<file path="src/rtl/ram_port_arbiter_pkg.sv">
// Shared types and helpers for the RAM port arbiter: default widths, request record and
// one-hot to index conversion.
package ram_port_arbiter_pkg;

  localparam int unsigned DefAw    = 4;
  localparam int unsigned DefDw    = 8;
  localparam int unsigned MaxPorts = 8;

  typedef struct packed {
    logic             we;
    logic [DefAw-1:0] addr;
    logic [DefDw-1:0] wdata;
  } req_t;

  // Index of the set bit; returns 0 for an all-zero vector.
  function automatic logic [2:0] onehot_to_idx(input logic [MaxPorts-1:0] oh);
    logic [2:0] idx;
    idx = '0;
    for (int unsigned i = 0; i < MaxPorts; i++) begin
      if (oh[i]) idx = 3'(i);
    end
    return idx;
  endfunction

endpackage

</file>
<file path="src/rtl/ram_port_arbiter_if.sv">
// Client request/response lanes plus the single RAM access port, bundled for the arbiter.
interface ram_port_arbiter_if #(
  parameter int unsigned NPORTS = 4,
  parameter int unsigned AW     = ram_port_arbiter_pkg::DefAw,
  parameter int unsigned DW     = ram_port_arbiter_pkg::DefDw
);

  logic [NPORTS-1:0]    req_valid;
  logic [NPORTS-1:0]    req_ready;
  logic [NPORTS-1:0]    req_we;
  logic [NPORTS*AW-1:0] req_addr;
  logic [NPORTS*DW-1:0] req_wdata;
  logic [NPORTS-1:0]    rsp_valid;
  logic [DW-1:0]        rsp_rdata;
  logic                 mem_en;
  logic                 mem_we;
  logic [AW-1:0]        mem_addr;
  logic [DW-1:0]        mem_wdata;
  logic [DW-1:0]        mem_rdata;

  // Clients and the RAM macro side of the bus.
  modport master (
    output req_valid, req_we, req_addr, req_wdata, mem_rdata,
    input  req_ready, rsp_valid, rsp_rdata, mem_en, mem_we, mem_addr, mem_wdata
  );

  modport slave (
    input  req_valid, req_we, req_addr, req_wdata, mem_rdata,
    output req_ready, rsp_valid, rsp_rdata, mem_en, mem_we, mem_addr, mem_wdata
  );

endinterface

</file>
<file path="src/rtl/ram_port_arbiter_rr_arbiter.sv">
// Round-robin arbiter: priority search from a rotating pointer that moves past each winner.
module rr_arbiter #(
  parameter int unsigned NPORTS = 4
) (
  input  logic              clk,
  input  logic              rst_n,
  input  logic [NPORTS-1:0] i_req,
  input  logic              i_advance,
  output logic [NPORTS-1:0] o_grant
);

  localparam int unsigned PtrW = (NPORTS > 1) ? $clog2(NPORTS) : 1;

  logic [PtrW-1:0] r_ptr;
  logic [PtrW-1:0] w_win_idx;
  logic [PtrW:0]   w_sum;
  logic            w_found;

  always_comb begin
    o_grant   = '0;
    w_win_idx = '0;
    w_found   = 1'b0;
    w_sum     = '0;
    for (int unsigned off = 0; off < NPORTS; off++) begin
      w_sum = {1'b0, r_ptr} + (PtrW+1)'(off);
      if (w_sum >= (PtrW+1)'(NPORTS)) w_sum = w_sum - (PtrW+1)'(NPORTS);
      if (!w_found && i_req[w_sum[PtrW-1:0]]) begin
        w_found                     = 1'b1;
        w_win_idx                   = w_sum[PtrW-1:0];
        o_grant[w_sum[PtrW-1:0]]    = 1'b1;
      end
    end
  end

  always_ff @(posedge clk or negedge rst_n) begin
    if (!rst_n) begin
      r_ptr <= '0;
    end else if (i_advance && w_found) begin
      r_ptr <= (w_win_idx == PtrW'(NPORTS - 1)) ? '0 : w_win_idx + PtrW'(1);
    end
  end

endmodule

</file>
<file path="src/rtl/ram_port_arbiter.sv">
// Serialises client requests round-robin onto one RAM port and routes each read data or
// write acknowledge back to its originator two cycles after acceptance.
module ram_port_arbiter
  import ram_port_arbiter_pkg::*;
#(
  parameter int unsigned NPORTS = 4,
  parameter int unsigned AW     = DefAw,
  parameter int unsigned DW     = DefDw
) (
  input logic          clk,
  input logic          rst_n,
  ram_port_arbiter_if.slave io_bus
);

  localparam int unsigned PtrW = (NPORTS > 1) ? $clog2(NPORTS) : 1;

  logic [NPORTS-1:0] w_grant;
  logic              w_any;
  logic [PtrW-1:0]   w_sel;
  req_t              w_req;

  logic              r_s1_valid;
  logic [PtrW-1:0]   r_s1_idx;
  logic [NPORTS-1:0] r_rsp_valid;
  logic [DW-1:0]     r_rsp_rdata;

  rr_arbiter #(
    .NPORTS (NPORTS)
  ) u_rr_arbiter (
    .clk       (clk),
    .rst_n     (rst_n),
    .i_req     (io_bus.req_valid),
    .i_advance (w_any),
    .o_grant   (w_grant)
  );

  assign w_any = |w_grant;
  assign w_sel = PtrW'(onehot_to_idx(MaxPorts'(w_grant)));

  always_comb begin
    w_req = '0;
    if (w_any) begin
      w_req.we    = io_bus.req_we[w_sel];
      w_req.addr  = io_bus.req_addr[w_sel*AW +: AW];
      w_req.wdata = io_bus.req_wdata[w_sel*DW +: DW];
    end
  end

  // Ready is the grant itself: a granted request is always accepted in the same cycle.
  assign io_bus.req_ready = w_grant;
  assign io_bus.mem_en    = w_any;
  assign io_bus.mem_we    = w_req.we;
  assign io_bus.mem_addr  = w_req.addr;
  assign io_bus.mem_wdata = w_req.wdata;

  always_ff @(posedge clk or negedge rst_n) begin
    if (!rst_n) begin
      r_s1_valid  <= 1'b0;
      r_s1_idx    <= '0;
      r_rsp_valid <= '0;
      r_rsp_rdata <= '0;
    end else begin
      r_s1_valid  <= w_any;
      r_s1_idx    <= w_sel;
      r_rsp_valid <= '0;
      if (r_s1_valid) begin
        r_rsp_valid[r_s1_idx] <= 1'b1;
        r_rsp_rdata           <= io_bus.mem_rdata;
      end
    end
  end

  assign io_bus.rsp_valid = r_rsp_valid;
  assign io_bus.rsp_rdata = r_rsp_rdata;

endmodule

</file>
<file path="src/flat_wrapper.sv">
// flat-port wrapper written by rule: the top's interface ports become plain ports
module ram_port_arbiter_flat import ram_port_arbiter_pkg::*;
#(
  parameter int unsigned NPORTS = 4,
  parameter int unsigned AW     = DefAw,
  parameter int unsigned DW     = DefDw
)
  (clk, rst_n, io_bus_req_valid, io_bus_req_we, io_bus_req_addr, io_bus_req_wdata, io_bus_mem_rdata, io_bus_req_ready, io_bus_rsp_valid, io_bus_rsp_rdata, io_bus_mem_en, io_bus_mem_we, io_bus_mem_addr, io_bus_mem_wdata);
  ram_port_arbiter_if #(.NPORTS(NPORTS), .AW(AW), .DW(DW)) io_bus_i ();
  input logic clk;
  input logic rst_n;
  input wire logic [$bits(io_bus_i.req_valid)-1:0] io_bus_req_valid;
  input wire logic [$bits(io_bus_i.req_we)-1:0] io_bus_req_we;
  input wire logic [$bits(io_bus_i.req_addr)-1:0] io_bus_req_addr;
  input wire logic [$bits(io_bus_i.req_wdata)-1:0] io_bus_req_wdata;
  input wire logic [$bits(io_bus_i.mem_rdata)-1:0] io_bus_mem_rdata;
  output wire logic [$bits(io_bus_i.req_ready)-1:0] io_bus_req_ready;
  output wire logic [$bits(io_bus_i.rsp_valid)-1:0] io_bus_rsp_valid;
  output wire logic [$bits(io_bus_i.rsp_rdata)-1:0] io_bus_rsp_rdata;
  output wire logic [$bits(io_bus_i.mem_en)-1:0] io_bus_mem_en;
  output wire logic [$bits(io_bus_i.mem_we)-1:0] io_bus_mem_we;
  output wire logic [$bits(io_bus_i.mem_addr)-1:0] io_bus_mem_addr;
  output wire logic [$bits(io_bus_i.mem_wdata)-1:0] io_bus_mem_wdata;
  assign io_bus_i.req_valid = io_bus_req_valid;
  assign io_bus_i.req_we = io_bus_req_we;
  assign io_bus_i.req_addr = io_bus_req_addr;
  assign io_bus_i.req_wdata = io_bus_req_wdata;
  assign io_bus_i.mem_rdata = io_bus_mem_rdata;
  assign io_bus_req_ready = io_bus_i.req_ready;
  assign io_bus_rsp_valid = io_bus_i.rsp_valid;
  assign io_bus_rsp_rdata = io_bus_i.rsp_rdata;
  assign io_bus_mem_en = io_bus_i.mem_en;
  assign io_bus_mem_we = io_bus_i.mem_we;
  assign io_bus_mem_addr = io_bus_i.mem_addr;
  assign io_bus_mem_wdata = io_bus_i.mem_wdata;
  ram_port_arbiter #(.NPORTS(NPORTS), .AW(AW), .DW(DW)) u_core (.clk(clk), .rst_n(rst_n), .io_bus(io_bus_i));
endmodule
</file>
<file path="config.mk">
export PLATFORM = sky130hd
export DESIGN_NAME = ram_port_arbiter_flat
export DESIGN_NICKNAME = d
export VERILOG_FILES = /design/src/rtl/ram_port_arbiter_pkg.sv /design/src/rtl/ram_port_arbiter_if.sv /design/src/rtl/ram_port_arbiter_rr_arbiter.sv /design/src/rtl/ram_port_arbiter.sv /design/src/flat_wrapper.sv
export SDC_FILE = /design/constraint.sdc
export NUM_CORES = 1
export LEC_CHECK = 0
export ABC_AREA = 1
export BUFFER_PORTS_ARGS = -buffer_cell sky130_fd_sc_hd__buf_2
export CORE_ASPECT_RATIO = 0.8
export CORE_MARGIN = 3
export CORE_UTILIZATION = 30
export CTS_CLUSTER_DIAMETER = 120
export DETAILED_ROUTE_END_ITERATION = 16
export GPL_TIMING_DRIVEN = 0
export HOLD_SLACK_MARGIN = 0.02
export REMOVE_ABC_BUFFERS = 1
export SLEW_MARGIN = 0
export SYNTH_ARGS = -nofsm -noshare
export SYNTH_HDL_FRONTEND = slang
export SYNTH_SLANG_ARGS = --single-unit
</file>
<file path="constraint.sdc">
create_clock -name clk -period 3.38 [get_ports clk]
set_clock_uncertainty 0.2 [all_clocks]
set_input_delay 0.676 -clock clk [delete_from_list [all_inputs] [get_ports clk]]
set_output_delay 0.676 -clock clk [all_outputs]
set_load 0.005 [all_outputs]
</file>
==> results of run 1 <==
==> final timing paths <==
path                                                             to  slack, ns  cells after the start
max                                             io_bus_mem_wdata[6]      -0.02                     15
min                                    u_core.r_s1_idx[0]$_DFF_PN0_       0.14                      1
max reg2reg                u_core.u_rr_arbiter.r_ptr[1]$_DFFE_PN0P_       0.75                     17
min reg2reg                    u_core.io_bus.rsp_valid[2]$_DFF_PN0_       0.26                      1
max in group asynchronous                asynchronous set/reset pin       2.56                      1
min in group clk               u_core.io_bus.rsp_valid[2]$_DFF_PN0_       0.26                      1
==> per-stage QoR <==
stage / area (um2) / TNS (ns) / utilization (%) / hold slack (ns)
6_report: 3060 / -0.0576 / 49.4 / 0.139
4_1_cts: 2860 / -0.000344 / 46.2 / 0.148
5_1_grt: 3060 / -1.85 / 49.4 / 0.161
3_5_place_dp: 2480 / -4.49 / 40.1 / 0.247
3_3_place_gp: 2480 / -4.45 / 40.1 / 0.250
2_1_floorplan: 1910 / 0 / - / 0.180
==> synthesized netlist by cell type, types with 5 or more instances <==
cell / n / area, um2
sky130_fd_sc_hd__nand2_1: 107 / 402
sky130_fd_sc_hd__inv_1: 64 / 240
sky130_fd_sc_hd__nor2_1: 39 / 146
sky130_fd_sc_hd__nand3_1: 23 / 115
sky130_fd_sc_hd__dfrtp_1: 17 / 425
sky130_fd_sc_hd__a21oi_2: 12 / 105
sky130_fd_sc_hd__buf_6: 7 / 78.8
sky130_fd_sc_hd__ha_1: 6 / 75.1
sky130_fd_sc_hd__nand2_4: 6 / 67.6
sky130_fd_sc_hd__nand2_2: 5 / 31.3
sky130_fd_sc_hd__nand4_1: 5 / 31.3
==> registers in the layout (all words and copies together) (netlist names), named ones only <==
register	cells
u_core.io_bus.rsp_valid	4
u_core.u_rr_arbiter.r_ptr	1
u_core.r_s1_idx	2
u_core.r_s1_valid	1
u_core.io_bus.rsp_rdata	8
==> worst max-delay path, delay by kind of cell (launching register included) <==
family / cells / cell delay [ns]
buffers and inverters: 6 / 0.75
and+or+nand+nor: 7 / 0.73
DFF: 1 / 0.41
adders and majority gates: 1 / 0.25
AOI/OAI and AO/OA: 1 / 0.14
==> logic make-up after synthesis <==
family,count (synthesis),share of synthesized area (%)
buffers and inverters,80,18.1
adder cells (fa/ha/maj),6,3.75
AO/OA/AOI/OAI,23,8.99
flip-flops,17,21.2
AND/OR/NAND/NOR,200,48.0
==> layout make-up <==
type                            count  area, um2
Clock buffer                        4       45.0
Fill cell                         650       3130
Inverter                           69        295
Multi-Input combinational cell    232       1420
Sequential cell                    17        428
Tap cell                           81        101
Timing Repair Buffer              120        768
Timing Repair inverter              1       6.26
==> layer usage <==
layer	vias up	GRT usage [%]	routed length, um
li1	1213	-	-
met3	2	1.49	298
met1	1036	20.9	2930
met5	-	0	0
met2	60	25.6	3150
met4	0	2.49	15
==> what timing repair did <==
action	4_1_cts	5_1_grt
resized for setup	23	43
gates cloned	4	1
buffers inserted	17	8
pin swaps	29	28
endpoints found under the setup margin	14	13
==> qor.yml, run 1 <==
status: "finished, violations left"
failed_checks: "setup timing"
cp_data_arrival_time_ns: 2.53
number_of_instances_in_the_synthesized_netlist: 326
dr_total_vias: 2311
synth-async-reset-ratio_pct: 100
synth_sequential_area_ratio_pct: 21.2
1st_pass_router_iterations: 4
cpMostUsedCell: "sky130_fd_sc_hd__buf_4"
worstPathRequired_ns: 2.50
timing.rr.start: "u_core.u_rr_arbiter.r_ptr[1]$_DFFE_PN0P_"
ys_ff_latch: 17
critical_path.cell_chain: "clkinvlp_4 > ha_4 > buf_6 > nand3_2 > nand2_2 > nor2_4 > buf_4 > buf_4 > nand2_1 > nand4_1 > nor2_2 > nand2_4 > clkinv_8 > a21oi_2 > buf_2"
final_hold_fails: 0
htree_levels: 1
finish.net_count: 516
synth_edf_count: 0
post_drt_wl_per_cell_um: 12.2
dieArea_mm2: 0.00770
critPathKind: "reg -> out"
drive_above_1_share_pct: 47.2
worst_max_slew_pin_slew_ns: 0.374
crit_path_start_kind: "flip-flop"
dp.cells: 491
period_share_pct: 101
postLayoutSetupSlackWorst_ns: -0.0237
core_area_mm2: 0.00619
mostFrequentLayoutCell: "sky130_fd_sc_hd__buf_2"
fp.dieW_um: 97.4
drc_violations: 0
timing.critical_path.slowest_cell_delay_ns: 0.41
critical_path_source: "u_core.u_rr_arbiter.r_ptr[1]$_DFFE_PN0P_"
holdCritPathClass: "in -> async"
post-dp-hpwl_um: 4470
cts_made_buffers: 3
ios: 96
ys.flop_type: "sky130_fd_sc_hd__dfrtp_1"
route.final.wire_length_um: 6390
antenna_found_initial: 0
highest_attainable_clock_frequency_mhz: 294
timing.final.max_slew_violations: 0
grt_first_pass_wirelength_um: 9690
avgViaCountPerCell: 4.41
cts_root_buf: "sky130_fd_sc_hd__clkbuf_8"
grt_overflow_total: 0
instances_no_fill: 524
cap_violations: 0
yosysWarnings: 0
layout_min_cycle_time_ns: 3.40
initialDrtViolationCount: 93
cts_tree: "yes"
cts_hold_repair.buffers: 0
grt_resource_usage_total_pct: 15.0
initial_core_utilization_pct: 32.3
crit_path_max_fo: 14
gp_routability_congestion: 0.872
postSynthAreaPerCell_um2: 6.14
grt_setup_unrepaired: "yes"
yosysUniqueCellTypes: 26
worst_skew_pair.late_latency_ns: 0.24
netlist_area_mm2: 0.00200
critical-path-slowest-cell: "sky130_fd_sc_hd__dfrtp_2"
placementRows: 25
grt_max_degree: 18
antenna_left: 0
dpl_worst_slack_ns: -0.364
setup_viol: 5
placement.io_buffers: 95
antennaDiodeCount: 0
most-common-layout-cells: "sky130_fd_sc_hd__buf_2 (95), sky130_fd_sc_hd__nand2_1 (93), sky130_fd_sc_hd__inv_1 (60)"
cts.path.max_buffers: 2
maxSlewHeadroom_pct: 74.9
clock_sinks: 17
worstSetupEndpointType: "output port"
clock_edge_transition_at_the_registers_on_the_reported_setup_and_hold_paths_ns: 0.06
syn2layout_area_growth_pct: 52.8
number_of_global_route_vias_before_repair: 2032
die_h_um: 79.1
Power of run 1 is not shown: default switching activity piles up to over one toggle a cycle in this logic, so the estimate is an artifact.
==> inputs of run 2 (changes only) <==
--- a/config.mk
+++ b/config.mk
@@ -7,13 +7,13 @@
 export LEC_CHECK = 0
 export ABC_AREA = 1
 export BUFFER_PORTS_ARGS = -buffer_cell sky130_fd_sc_hd__buf_2
-export CORE_ASPECT_RATIO = 0.8
+export CORE_ASPECT_RATIO = 1.5
 export CORE_MARGIN = 3
 export CORE_UTILIZATION = 30
 export CTS_CLUSTER_DIAMETER = 120
 export DETAILED_ROUTE_END_ITERATION = 16
 export GPL_TIMING_DRIVEN = 0
-export HOLD_SLACK_MARGIN = 0.02
+export HOLD_SLACK_MARGIN = 0.06
 export REMOVE_ABC_BUFFERS = 1
 export SLEW_MARGIN = 0
 export SYNTH_ARGS = -nofsm -noshare
==> qor.yml, run 2 (same netlist as run 1, synthesis figures left out) <==
gp_routability_congestion: 0.813
post-dp-hpwl_um: 4080
worstPathRequired_ns: 2.50
finish.net_count: 510
holdCritPathClass: "in -> async"
cts_tree: "yes"
grt_resource_usage_total_pct: 14.4
number_of_global_route_vias_before_repair: 2022
grt_max_degree: 18
highest_attainable_clock_frequency_mhz: 300
status: "completed"
worstSetupEndpointType: "output port"
core_area_mm2: 0.00631
htree_levels: 1
mostFrequentLayoutCell: "sky130_fd_sc_hd__nand2_1"
1st_pass_router_iterations: 6
post_drt_wl_per_cell_um: 11.0
antenna_left: 0
timing.final.max_slew_violations: 0
cap_violations: 0
r2r_end: "u_core.u_rr_arbiter.r_ptr[1]$_DFFE_PN0P_"
clock_edge_transition_at_the_registers_on_the_reported_setup_and_hold_paths_ns: 0.06
maxSlewHeadroom_pct: 75.8
fp.dieW_um: 72.7
timing.rr.start: "u_core.u_rr_arbiter.r_ptr[1]$_DFFE_PN0P_"
ios: 96
drc_violations: 0
grt_setup_unrepaired: "yes"
cts_root_buf: "sky130_fd_sc_hd__clkbuf_8"
r2r_slack_ns: 1.02
syn2layout_area_growth_pct: 45.7
instances_no_fill: 511
dr_total_vias: 2261
drive_above_1_share_pct: 44.2
die_h_um: 106
initial_core_utilization_pct: 31.8
crit_path_max_fo: 7
grt_overflow_total: 0
placement.io_buffers: 95
route.final.wire_length_um: 5610
antenna_found_initial: 0
final_hold_fails: 0
cts.path.max_buffers: 2
worst_skew_pair.late_latency_ns: 0.24
setup_viol: 0
period_share_pct: 98.7
crit_path_start_kind: "flip-flop"
largest_register_ffs: 8
initialDrtViolationCount: 61
antennaDiodeCount: 0
ff2ff_path_depth: 13
clock_sinks: 17
utilization_pct: 46.3
fillers: 692
dieArea_mm2: 0.00771
most-common-layout-cells: "sky130_fd_sc_hd__nand2_1 (102), sky130_fd_sc_hd__buf_2 (95), sky130_fd_sc_hd__inv_1 (62)"
cts_made_buffers: 3
worst_max_slew_pin_slew_ns: 0.363
layout_min_cycle_time_ns: 3.34
critPathKind: "reg -> out"
avgViaCountPerCell: 4.42
cp_data_arrival_time_ns: 2.46
grt_first_pass_wirelength_um: 9140
placementRows: 35
dp.cells: 484
run 2: changes by cell type in the layout (fill, tap and decap cells not counted), moves of 3 or more:
cell	delta
sky130_fd_sc_hd__a21oi_1	+3
sky130_fd_sc_hd__buf_4	+3
sky130_fd_sc_hd__buf_6	-5
sky130_fd_sc_hd__nand2_1	+9
sky130_fd_sc_hd__nand2_2	-9
sky130_fd_sc_hd__nand3_1	+3
sky130_fd_sc_hd__nor2_1	-7
sky130_fd_sc_hd__nor2_4	+7
run 2: how the worst max path moves through the flow:
stage / from / end / slack (ns) / cells past startpoint
2_1_floorplan: flip-flop / io_bus_mem_addr[0] / 0.18 / 12
3_3_place_gp: flip-flop / io_bus_mem_addr[0] / -0.43 / 13
3_5_place_dp: flip-flop / io_bus_mem_we / -0.43 / 13
4_1_cts: u_core.u_rr_arbiter.r_ptr[1]$_DFFE_PN0P_ / io_bus_mem_addr[0] / 0.05 / 14
5_1_grt: u_core.u_rr_arbiter.r_ptr[1]$_DFFE_PN0P_ / io_bus_mem_wdata[6] / -0.1 / 15
6_report: u_core.u_rr_arbiter.r_ptr[1]$_DFFE_PN0P_ / io_bus_mem_we / 0.04 / 15
run 2: per-stage QoR:
stage | hold slack (ns) | area (um2) | worst slack (ns) | TNS, ns
after floorplan | 0.180 | 1910 | 0.183 | 0
after global placement | 0.244 | 2470 | -0.426 | -5.45
after detailed placement | 0.255 | 2470 | -0.434 | -5.46
after CTS | 0.150 | 2680 | 0.0451 | 0
after global routing | 0.162 | 2920 | -0.0988 | -0.940
final | 0.139 | 2920 | 0.0426 | 0
run 2: per-layer routing:
| metal | global-route usage [%] | up-vias | routed length, um |
|---|---|---|---|
| li1 | - | 1192 | - |
| met1 | 17.5 | 993 | 2170 |
| met2 | 26.4 | 72 | 3090 |
| met3 | 1.32 | 4 | 298 |
| met4 | 3.83 | 0 | 40 |
| met5 | 0 | - | 0 |
run 2: critical path, stage by stage (launching register included):
cell and delay (ns):
sky130_fd_sc_hd__dfrtp_2 0.41, sky130_fd_sc_hd__clkinvlp_4 0.13, sky130_fd_sc_hd__ha_4 0.28, sky130_fd_sc_hd__inv_4 0.07
sky130_fd_sc_hd__nand3_2 0.07, sky130_fd_sc_hd__nand2_2 0.10, sky130_fd_sc_hd__nor2_4 0.07, sky130_fd_sc_hd__a21oi_2 0.17
sky130_fd_sc_hd__nand2_2 0.08, sky130_fd_sc_hd__nor2_4 0.18, sky130_fd_sc_hd__nand2_4 0.09, sky130_fd_sc_hd__buf_12 0.15
sky130_fd_sc_hd__nor2_1 0.08, sky130_fd_sc_hd__nand2_1 0.06, sky130_fd_sc_hd__a21oi_1 0.14, sky130_fd_sc_hd__buf_2 0.13
run 2: final cells by class:
class / instances / area (um2) / share of cell area, %
Timing Repair inverter: 1 / 8.76 / 0.300
Sequential cell: 17 / 428 / 14.7
Inverter: 69 / 288 / 9.86
Clock buffer: 4 / 45.0 / 1.54
Timing Repair Buffer: 117 / 692 / 23.7
Multi-Input combinational cell: 229 / 1360 / 46.7
Tap cell: 74 / 92.6 / 3.17
run 2: timing repair:
action / in CTS / in global routing
pin swaps: 7 / 33
buffers inserted: 12 / 9
endpoints found under the hold margin: 0 / 0
gates resized for setup: 15 / 43
cloned: 0 / 2
setup endpoints to repair: 14 / 13
hold buffers: 0 / 0
Power of run 2 is left out for the same reason.
==> inputs of run 3 (changes only) <==
--- a/config.mk
+++ b/config.mk
@@ -7,6 +7,8 @@
 export LEC_CHECK = 0
 export ABC_AREA = 1
 export BUFFER_PORTS_ARGS = -buffer_cell sky130_fd_sc_hd__buf_2
+export CELL_PAD_IN_SITES_DETAIL_PLACEMENT = 0
+export CELL_PAD_IN_SITES_GLOBAL_PLACEMENT = 1
 export CORE_ASPECT_RATIO = 1.5
 export CORE_MARGIN = 3
 export CORE_UTILIZATION = 30
@@ -14,6 +16,7 @@
 export DETAILED_ROUTE_END_ITERATION = 16
 export GPL_TIMING_DRIVEN = 0
 export HOLD_SLACK_MARGIN = 0.06
+export PLACE_DENSITY_LB_ADDON = 0.1
 export REMOVE_ABC_BUFFERS = 1
 export SLEW_MARGIN = 0
 export SYNTH_ARGS = -nofsm -noshare
==> qor.yml, run 3 (same netlist as run 1, synthesis figures left out) <==
status: "completed"
final_hold_fails: 0
cts.path.max_buffers: 2
antennaDiodeCount: 0
dpl_cell_area_mm2: 0.00247
cap_violations: 0
avgViaCountPerCell: 4.50
worstPathRequired_ns: 2.50
crit_path_max_fo: 8
grt_max_degree: 18
die_h_um: 106
placement.io_buffers: 95
drc_violations: 0
1st_pass_router_iterations: 4
cts_root_buf: "sky130_fd_sc_hd__clkbuf_8"
cp_data_arrival_time_ns: 2.49
setup_viol: 0
setup-tns-final_ns: 0
critical_path.cell_chain: "clkinvlp_4 > ha_4 > inv_4 > nand3_2 > nand2_4 > nor2_8 > buf_4 > nand3_2 > nand2_2 > nor2_4 > buf_6 > nand2_8 > nand2_4 > nand2_1 > nand2_1 > a21oi_2 > buf_2"
layout_min_cycle_time_ns: 3.36
fillers: 697
htree_levels: 1
mostFrequentLayoutCell: "sky130_fd_sc_hd__buf_2"
dieArea_mm2: 0.00771
largest_register_ffs: 8
drive_above_1_share_pct: 45.0
post-dp-hpwl_um: 4510
highest_attainable_clock_frequency_mhz: 297
ios: 96
antenna_found_initial: 0
route.final.wire_length_um: 6330
timing.critical_path.slowest_cell_delay_ns: 0.41
ff2ff_path_depth: 13
antenna_left: 0
clock_edge_transition_at_the_registers_on_the_reported_setup_and_hold_paths_ns: 0.07
instances_no_fill: 512
r2r_slack_ns: 1.01
fp.dieW_um: 72.7
most-common-layout-cells: "sky130_fd_sc_hd__buf_2 (95), sky130_fd_sc_hd__nand2_1 (91), sky130_fd_sc_hd__inv_1 (62)"
syn2layout_area_growth_pct: 45.5
grt_first_pass_wirelength_um: 10000
dp.cells: 484
initial_core_utilization_pct: 31.8
initialDrtViolationCount: 68
timing.final.max_slew_violations: 0
clock_sinks: 17
placementRows: 35
maxSlewHeadroom_pct: 75.0
worst_skew_pair.late_latency_ns: 0.25
finish.net_count: 511
grt_setup_unrepaired: "yes"
post_drt_wl_per_cell_um: 12.4
grt_resource_usage_total_pct: 16.1
cts_tree: "yes"
critical-path-slowest-cell: "sky130_fd_sc_hd__dfrtp_2"
grt_overflow_total: 0
period_share_pct: 99.5
r2r_end: "u_core.u_rr_arbiter.r_ptr[1]$_DFFE_PN0P_"
timing.rr.start: "u_core.u_rr_arbiter.r_ptr[1]$_DFFE_PN0P_"
worstSetupEndpointType: "output port"
dr_total_vias: 2302
holdCritPathClass: "in -> async"
cts_made_buffers: 3
final_area_mm2: 0.00291
worst_max_slew_pin_slew_ns: 0.375
gp_routability_congestion: 0.789
crit_path_start_kind: "flip-flop"
core_area_mm2: 0.00631
critPathKind: "reg -> out"
number_of_global_route_vias_before_repair: 2168
## run 3: through the flow
| step | utilization (%) | setup WS, ns | hold slack, ns |
|---|---|---|---|
| floorplan | - | 0.183 | 0.180 |
| global placement | 39.2 | -0.533 | 0.247 |
| detailed placement | 39.2 | -0.496 | 0.251 |
| CTS | 43.6 | 0.00104 | 0.144 |
| global route | 46.2 | -0.107 | 0.157 |
| finish | 46.2 | 0.0160 | 0.134 |
## run 3: how the worst max path moves through the flow
stage | startpoint | endpoint | slack [ns] | cells past startpoint
2_1_floorplan | flip-flop | io_bus_mem_addr[0] | 0.18 | 12
4_1_cts | u_core.u_rr_arbiter.r_ptr[1]$_DFFE_PN0P_ | io_bus_mem_we | 0.001 | 14
3_5_place_dp | flip-flop | io_bus_mem_wdata[5] | -0.50 | 13
3_3_place_gp | flip-flop | io_bus_mem_addr[0] | -0.53 | 13
5_1_grt | u_core.u_rr_arbiter.r_ptr[1]$_DFFE_PN0P_ | io_bus_mem_wdata[4] | -0.11 | 16
6_report | u_core.u_rr_arbiter.r_ptr[1]$_DFFE_PN0P_ | io_bus_mem_wdata[2] | 0.02 | 17
## run 3: area by class of cell
| type | count | area [um2] | area share [%] |
|---|---|---|---|
| multi-input cells | 231 | 1390 | 47.7 |
| flip-flops and latches | 17 | 428 | 14.7 |
| repair buffers | 117 | 664 | 22.8 |
| clock inverters | 1 | 5.00 | 0.172 |
| well taps | 74 | 92.6 | 3.18 |
| clock buffers | 3 | 41.3 | 1.42 |
| inverters | 69 | 293 | 10.0 |
## run 3: worst max-delay path, delay by kind of cell, from the launching register on
family	cells	cell delay [ns]
simple gates	10	0.83
buf+inv	5	0.57
flops	1	0.41
fa+ha+maj	1	0.32
compound gates	1	0.13
## run 3: routing by layer
metal / global-route usage (%) / up-vias / routed length (um)
met4: 4.35 / 0 / 95
li1: - / 1197 / -
met2: 30.4 / 82 / 3470
met5: 0 / - / 0
met1: 17.8 / 1015 / 2350
met3: 2.74 / 8 / 411
## run 3: what timing repair did
action	4_1_cts	5_1_grt
hold buffers	0	0
endpoints found under the setup margin	15	13
setup buffers	15	7
cloned	1	1
hold endpoints to repair	0	0
pin swaps	23	20
resized for setup	24	30
Power of run 3 is left out for the same reason.
